`config.mk`:
```
export PLATFORM = sky130hd
export DESIGN_NAME = fec_enc_arb
export DESIGN_NICKNAME = d
export VERILOG_FILES = /design/src/rtl/fec_enc_arb.sv
export SDC_FILE = /design/constraint.sdc
export NUM_CORES = 1
export LEC_CHECK = 0
export BUFFER_PORTS_ARGS = -buffer_cell sky130_fd_sc_hd__buf_2
export CORE_MARGIN = 2
export CORE_UTILIZATION = 37
export DETAILED_ROUTE_END_ITERATION = 10
export HOLD_SLACK_MARGIN = 0.08
export PLACE_DENSITY = 0.65
export SLEW_MARGIN = 15
export SYNTH_ARGS = -nofsm -noshare
export SYNTH_HDL_FRONTEND = slang
export SYNTH_SLANG_ARGS = --single-unit
```
`constraint.sdc`:
```
create_clock -name clk_i -period 3.5 [get_ports clk_i]
set_clock_uncertainty 0.2 [all_clocks]
set_input_delay 0 -clock clk_i [delete_from_list [all_inputs] [get_ports clk_i]]
set_output_delay 0 -clock clk_i [all_outputs]
set_load 0.02 [all_outputs]
```
`src/rtl/fec_enc_arb.sv`:
```
// fec_enc_arb: round-robin packet arbiter muxing two fabric sinks onto one FEC encoder source
// Each grant holds until its owner drops cyc; an inter-frame gap of g_ifg idle cycles follows.
module fec_enc_arb #(
  parameter int g_ifg       = 2,
  parameter int g_cnt_width = 16
) (
  input  logic                   clk_i,
  input  logic                   rst_i,
  input  logic                   en_i,
  input  logic                   snk0_cyc_i,
  input  logic                   snk0_stb_i,
  input  logic                   snk0_we_i,
  input  logic [1:0]             snk0_sel_i,
  input  logic [1:0]             snk0_adr_i,
  input  logic [15:0]            snk0_dat_i,
  output logic                   snk0_stall_o,
  output logic                   snk0_ack_o,
  input  logic                   snk1_cyc_i,
  input  logic                   snk1_stb_i,
  input  logic                   snk1_we_i,
  input  logic [1:0]             snk1_sel_i,
  input  logic [1:0]             snk1_adr_i,
  input  logic [15:0]            snk1_dat_i,
  output logic                   snk1_stall_o,
  output logic                   snk1_ack_o,
  output logic                   src_cyc_o,
  output logic                   src_stb_o,
  output logic                   src_we_o,
  output logic [1:0]             src_sel_o,
  output logic [1:0]             src_adr_o,
  output logic [15:0]            src_dat_o,
  input  logic                   src_stall_i,
  input  logic                   src_ack_i,
  output logic [g_cnt_width-1:0] pkt_cnt0_o,
  output logic [g_cnt_width-1:0] pkt_cnt1_o,
  output logic [1:0]             grant_o,
  output logic                   err_o
);
  typedef enum logic [1:0] {IDLE, GNT0, GNT1, GAP} state_t;
  localparam logic [3:0] c_gap_last = 4'(g_ifg - 1);
  localparam state_t     c_after    = (g_ifg == 0) ? IDLE : GAP;
  state_t                 r_state, w_next;
  logic [3:0]             r_gap;
  logic                   r_last, r_orphan, r_err;
  logic [g_cnt_width-1:0] r_cnt0, r_cnt1;
  logic                   w_own0, w_own1, w_eop0, w_eop1, w_orphan;
  assign w_eop0   = (r_state == GNT0) && !snk0_cyc_i;
  assign w_eop1   = (r_state == GNT1) && !snk1_cyc_i;
  assign w_orphan = src_ack_i && (r_state == IDLE || r_state == GAP);
  always_ff @(posedge clk_i) begin
    if (rst_i) begin
      r_state  <= IDLE;
      r_gap    <= '0;
      r_last   <= 1'b1;
      r_cnt0   <= '0;
      r_cnt1   <= '0;
      r_orphan <= 1'b0;
      r_err    <= 1'b0;
    end else begin
      r_state  <= w_next;
      r_gap    <= (r_state == GAP) ? r_gap + 4'd1 : 4'd0;
      r_orphan <= w_orphan;
      r_err    <= w_orphan && !r_orphan;
      if (w_eop0) begin
        r_cnt0 <= r_cnt0 + 1'b1;
        r_last <= 1'b0;
      end
      if (w_eop1) begin
        r_cnt1 <= r_cnt1 + 1'b1;
        r_last <= 1'b1;
      end
    end
  end
  // On a tie, port 0 wins only if port 1 owned the previous packet.
  always_comb begin
    w_next = r_state;
    case (r_state)
      IDLE:    if (en_i && snk0_cyc_i && (!snk1_cyc_i || r_last)) w_next = GNT0;
               else if (en_i && snk1_cyc_i) w_next = GNT1;
      GNT0:    if (!snk0_cyc_i) w_next = c_after;
      GNT1:    if (!snk1_cyc_i) w_next = c_after;
      default: if (r_gap == c_gap_last) w_next = IDLE;
    endcase
  end
  // Ownership is masked by rst_i so the source fabric is quiet throughout reset.
  always_comb begin
    w_own0       = (r_state == GNT0) && !rst_i;
    w_own1       = (r_state == GNT1) && !rst_i;
    src_cyc_o    = w_own0 ? snk0_cyc_i : w_own1 ? snk1_cyc_i : 1'b0;
    src_stb_o    = w_own0 ? snk0_stb_i : w_own1 ? snk1_stb_i : 1'b0;
    src_we_o     = w_own0 ? snk0_we_i  : w_own1 ? snk1_we_i  : 1'b0;
    src_sel_o    = w_own0 ? snk0_sel_i : w_own1 ? snk1_sel_i : 2'b00;
    src_adr_o    = w_own0 ? snk0_adr_i : w_own1 ? snk1_adr_i : 2'b00;
    src_dat_o    = w_own0 ? snk0_dat_i : w_own1 ? snk1_dat_i : 16'h0000;
    snk0_stall_o = w_own0 ? src_stall_i : 1'b1;
    snk1_stall_o = w_own1 ? src_stall_i : 1'b1;
    snk0_ack_o   = w_own0 && src_ack_i;
    snk1_ack_o   = w_own1 && src_ack_i;
    grant_o      = {w_own1, w_own0};
    pkt_cnt0_o   = r_cnt0;
    pkt_cnt1_o   = r_cnt1;
    err_o        = r_err;
  end
endmodule

```
## After elaboration in Yosys (flattened, before gate mapping)

Cells that the tools add are included.
W data, S select, Z words.

- Register bits after elaboration: 41
- Output and inout port bits: 62
- Logic and storage cells: 60

- $add $sub $neg: 3
- Equality and inequality tests: 7
- Multiplexer cells: 20
- Bitwise logic cells: 1
- Reduce and logical (&&, ||, !) cells: 22

Operators with widths:

| cell | count |
|---|---|
| $add A16 B1 Y16 const B | 2 |
| $mux W16 | 2 |
| $mux W2 | 9 |
| $logic_and A1 B1 Y1 | 11 |
| $mux W1 | 8 |
| $pmux W2 S3 | 1 |
| $add A4 B1 Y4 const B | 1 |
| $eq A2 B2 Y1 const B | 2 |
| $eq A4 B1 Y1 const B | 1 |
| $logic_not A1 Y1 | 4 |
| $ne A2 B2 Y1 const B | 2 |
| $reduce_and A4 Y1 | 1 |
| $reduce_bool A4 Y1 | 1 |
| $reduce_or A2 Y1 | 2 |
| $ne A3 B1 Y1 const B | 1 |
| $eq A2 B1 Y1 const B | 1 |
| $logic_not A2 Y1 | 1 |
| $logic_or A1 B1 Y1 | 2 |
| $not A1 Y1 | 1 |

## Depth between registers and ports, before layout

- Depth in word-level cells: 5
- Gate-level depth with buffers: 7
- Mapped depth without buffers: 6

## Worst setup path before layout

No wires, ideal clock.

- Path type: reg-to-reg
- Start: reg r_state[1]
- End: reg r_cnt0[13], in the netlist pkt_cnt0_o[13]
- Arrival: 1.648 ns
- Setup slack: 1.536 ns
- Stages on the path, launching flop included: 8
- Buffers on the path: 1
- Path through: dfxtp_1 > inv_1 > ha_1 > clkbuf_1 > nand3b_1 > nor4_2 > a21oi_1 > a31o_2

- Longest elaborated chain between the ends: 2

Ends and longest elaborated chain:

| what | line | text |
|---|---|---|
| start: declaration | 42 | `state_t r_state, w_next;` |
| start signal: assignment | 60 | `r_state <= w_next;` |
| $eq A2 B1 Y1 | 47 | `assign w_eop0 = (r_state == GNT0) && !snk0_cyc_i;` |
| $logic_and A1 B1 Y1 | 47 |  |
| end signal: assignment | 65 | `r_cnt0 <= r_cnt0 + 1'b1;` |
| end: declaration | 45 | `logic [g_cnt_width-1:0] r_cnt0, r_cnt1;` |

Every way passes these cells.
A chain may end at the register's enable or synchronous reset.

## Worst setup path in the final report

- Start: reg r_state[1]
- End: reg r_state[0]

- Longest elaborated chain between the ends: 3

Ends and longest elaborated chain:

| what | line | text |
|---|---|---|
| $eq A2 B1 Y1 (tied with other cells) | 77 | `case (r_state)` |
| $reduce_bool A4 Y1 (no source line) (tied with other cells) | -- |  |
| $reduce_and A4 Y1 (no source line) | -- |  |

Several ways; a longest one is shown, not always the timed one.

==> summary.md <==
| Metric | Value |
|---|---|
| Status | completed |
| Final ANT Viol Nets | 0 |
| Element type at the critical path end | flip-flop |
| Synth Area in Adders | 0.0511 |
| Hold path cells | 3 |
| Largest net degree at the start of global routing | 46 |
| HPWL after DPL | 4.27 mm |
| Max-slew violations | 0 |
| TritonCTS clock tree | yes |
| Initial core utilization | 0.377 |
| Sum Neg Setup Slack | 0 ps |
| Seq/Total Area, Yosys | 0.373 |
| Layout cells sized above 1 | 0.341 |
| Slowest-stage cell, CP | dlygate4sd3_1 |
| Via count | 2202 |
| Placed cell area | 2810 sq um |
| Count of input and output buffers | 112 |
| Post-route cell area | 2970 sq um |
| Clock root cell | clkbuf_8 |
| TritonCTS buffer count | 5 |
| Worst reg2reg startpoint | r_state[1] |
| CP Data Arrival Time | 2910 ps |
| Compound-Gate Fraction of Synth Area | 0.157 |
| Width of the die | 81.2 um |
| Final min period | 2880 ps |
| Clock buffer depth | 2 |
| Synth Area in Simple Gates | 0.269 |
| Vias in the first global route | 1952 |
| H-Tree Depth | 2 |
| DRC Markers | 0 |
| Slew headroom | 0.478 |
| Critical path's top delay family | buffers and inverters |
| Synth Net Count | 317 |
| Area delta synth->final | 34.8% |
| Worst Hold Path EP | src_dat_o[4] |
| Period utilization | 0.823 |
| Placer congestion estimate | 0.731 |
| Clock slew at reported path FFs | 70 ps |
| Clock Latency Late Sink | 280 ps |
| GRT Overall Usage | 0.168 |
| Crit path top cell by count | dlygate4sd3_1 |
| Hold Path Class | in2out |
| Hold Crit Start | snk1_dat_i[4] |
| Peak VDD IR | 0.293 mV |
| Synth Area per Inst | 8.57 sq um |
| Crit path required time | 3530 ps |
| Crit path launch type | flip-flop |
| Max stage delay on crit path | 610 ps |
| Crit Reg-Reg Endpoint | r_state[0] |
| Die extent in y | 81.2 um |
| 1st-iter DRT viols | 62 |
| Synth Instances | 257 |
| Area of the mapped netlist | 2200 sq um |
| Fmax achieved | 0.347 GHz |
| Final nets | 431 |
| Post-synthesis xor/xnor area fraction | 0.0914 |
| PwrDens | 447 nW/um^2 |
| Synth cell types | 41 |
| Number of enable flip-flop cells after synthesis | 0 |
| Post-synthesis mux area share | 0.0187 |
| Fin cells | 447 |
| Worst path buffer plus inverter count | 3 |
| FFs w/ async S/R, synth | 0 |
| RSZ-0062 raised after global routing | false |
| Global-route wire length before repair | 8.80 mm |
| WL final | 5.80 mm |
| Rows | 28 |
| Main combinational cell family by area after synthesis | simple AND/OR/NAND/NOR gates |
| Ys flop type | dfxtp_1 |
| Die area | 6590 sq um |
| Yosys Warn Count | 0 |
| Post-CTS Resized | 0 |
| ANT cells | 0 |
| Worst-Margin Slew | 783 ps |
| Clk sink count | 41 |
| Leak Pwr | 1.39 nW |
| Congestion Overflow GR | 0 |
| TritonRoute pass-1 iters | 4 |
| Core ar. | 5850 sq um |
| Antenna violations before repair | 0 |
| CP cell instances | inv_1 -> ha_1 -> a22oi_1 -> dlygate4sd3_1 -> nand2_1 -> o41ai_1 -> dlygate4sd3_1 |
| #FFs+latches synth | 41 |
| Wire per inst | 13.0 um |
| I/O pins | 113 |
| # setup viols final | 0 |
| Crit path max fanout | 9 |
| Vias per cell | 4.93 |
| R2r worst-path depth | 7 |
| Setup CP Type | reg2reg |
| Flop2flop setup slack | 620 ps |
| Max Cap Viol | 0 |
| Final Hold Viols | 0 |
| Total chip power | 0.00133 W |
| Post-placement cell count | 431 |
| Hold_ws | 126 ps |
[how the worst max path moves through the flow]
stage,startpoint,endpoint,slack (ps),cells past startpoint
finish,r_state[1],r_state[0],620,7
CTS,r_state[1],r_state[0],710,7
global route,r_state[1],r_state[0],440,7
global placement,r_state[1],pkt_cnt0_o[13],1510,6
detailed placement,r_state[0],pkt_cnt1_o[14],1450,6
floorplan,r_state[1],pkt_cnt0_o[13],1540,7
[cell usage in the layout (no fill, tap or decap), types with 6 or more instances in the layout]
| master | instances |
|---|---|
| dfxtp_1 | 41 |
| nand3_1 | 9 |
| nand2b_1 | 7 |
| buf_2 | 112 |
| a21oi_1 | 8 |
| xor2_1 | 13 |
| xnor2_1 | 10 |
| nor2b_1 | 7 |
| nor2_1 | 36 |
| ha_1 | 9 |
| nand2_1 | 14 |
| a22o_1 | 22 |
| dlygate4sd3_1 | 8 |
| nand4_1 | 8 |
| o21ai_0 | 8 |
| inv_1 | 7 |
| and2_1 | 6 |
[synth_stat cells, types with 3 or more instances]
library cell / number / share of area
or3_1: 5 / 0.014
clkbuf_1: 11 / 0.019
o21ai_0: 8 / 0.018
mux2i_1: 3 / 0.014
xnor2_1: 10 / 0.040
nand3_1: 9 / 0.020
and2_1: 6 / 0.017
a22o_1: 22 / 0.087
nor2b_1: 7 / 0.020
nor4_1: 3 / 0.0085
inv_1: 7 / 0.012
nor2_1: 36 / 0.061
ha_1: 9 / 0.051
dfxtp_1: 41 / 0.37
nor3_1: 4 / 0.0091
nand2_1: 14 / 0.024
xor2_1: 13 / 0.052
a21oi_1: 8 / 0.018
nand4_1: 8 / 0.023
nand2b_1: 7 / 0.020
[power by group]
part	leakage (nW)	switching, W	internal [W]	total [W]
registers	0.331	0.0000187	0.000491	0.000510
clock network	0.0395	0.000153	0.000142	0.000295
logic	1.01	0.000300	0.000223	0.000523
[layout make-up]
cell class	instances	area, sq um
inverter	7	26.3
clock buffer	8	80.1
timing repair buffer	122	656
multi-input combinational	194	1290
fill	591	2880
sequential	41	821
tap	75	93.8
[kinds of logic (layout without fill, tap and decap cells)]
family                     count (synthesis)  after routing
xor gates and xnor gates                  23             23
buffers and inverters                     22            137
muxes                                      4              4
and+or+nand+nor                          111            111
DFF                                       41             41
adders and majority gates                  9              9
AOI/OAI and AO/OA                         47             47
[per-layer routing]
| layer | vias to the layer above | share of wire | track usage |
|---|---|---|---|
| li1 | 1130 | - | - |
| met5 | - | 0 | 0 |
| met3 | 5 | 0.043 | 0.0344 |
| met2 | 50 | 0.49 | 0.279 |
| met4 | 0 | 0.0084 | 0.0576 |
| met1 | 1017 | 0.45 | 0.217 |
[through the flow]
stage	setup slack, ps	util
floorplan	1540	-
global placement	1510	0.480
detailed placement	1450	0.480
CTS	707	0.507
global route	439	0.507
finish	619	0.507
[flip-flops by register name, indices dropped and copies added (netlist names)]
signal,cells
pkt_cnt0_o,16
pkt_cnt1_o,16
err_o,1
r_state,2
r_orphan,1
r_gap,4
r_last,1
[tightest hold or removal path, stage by stage]
cell    delay, ps
buf_2          70
a22o_1        100
buf_2         150
[what timing repair did]
item | in CTS | in global routing
buffers inserted | 0 | 0
endpoints found under the hold margin | 15 | 0
hold buffers | 8 | 0
(Power assumes the default switching activity.)
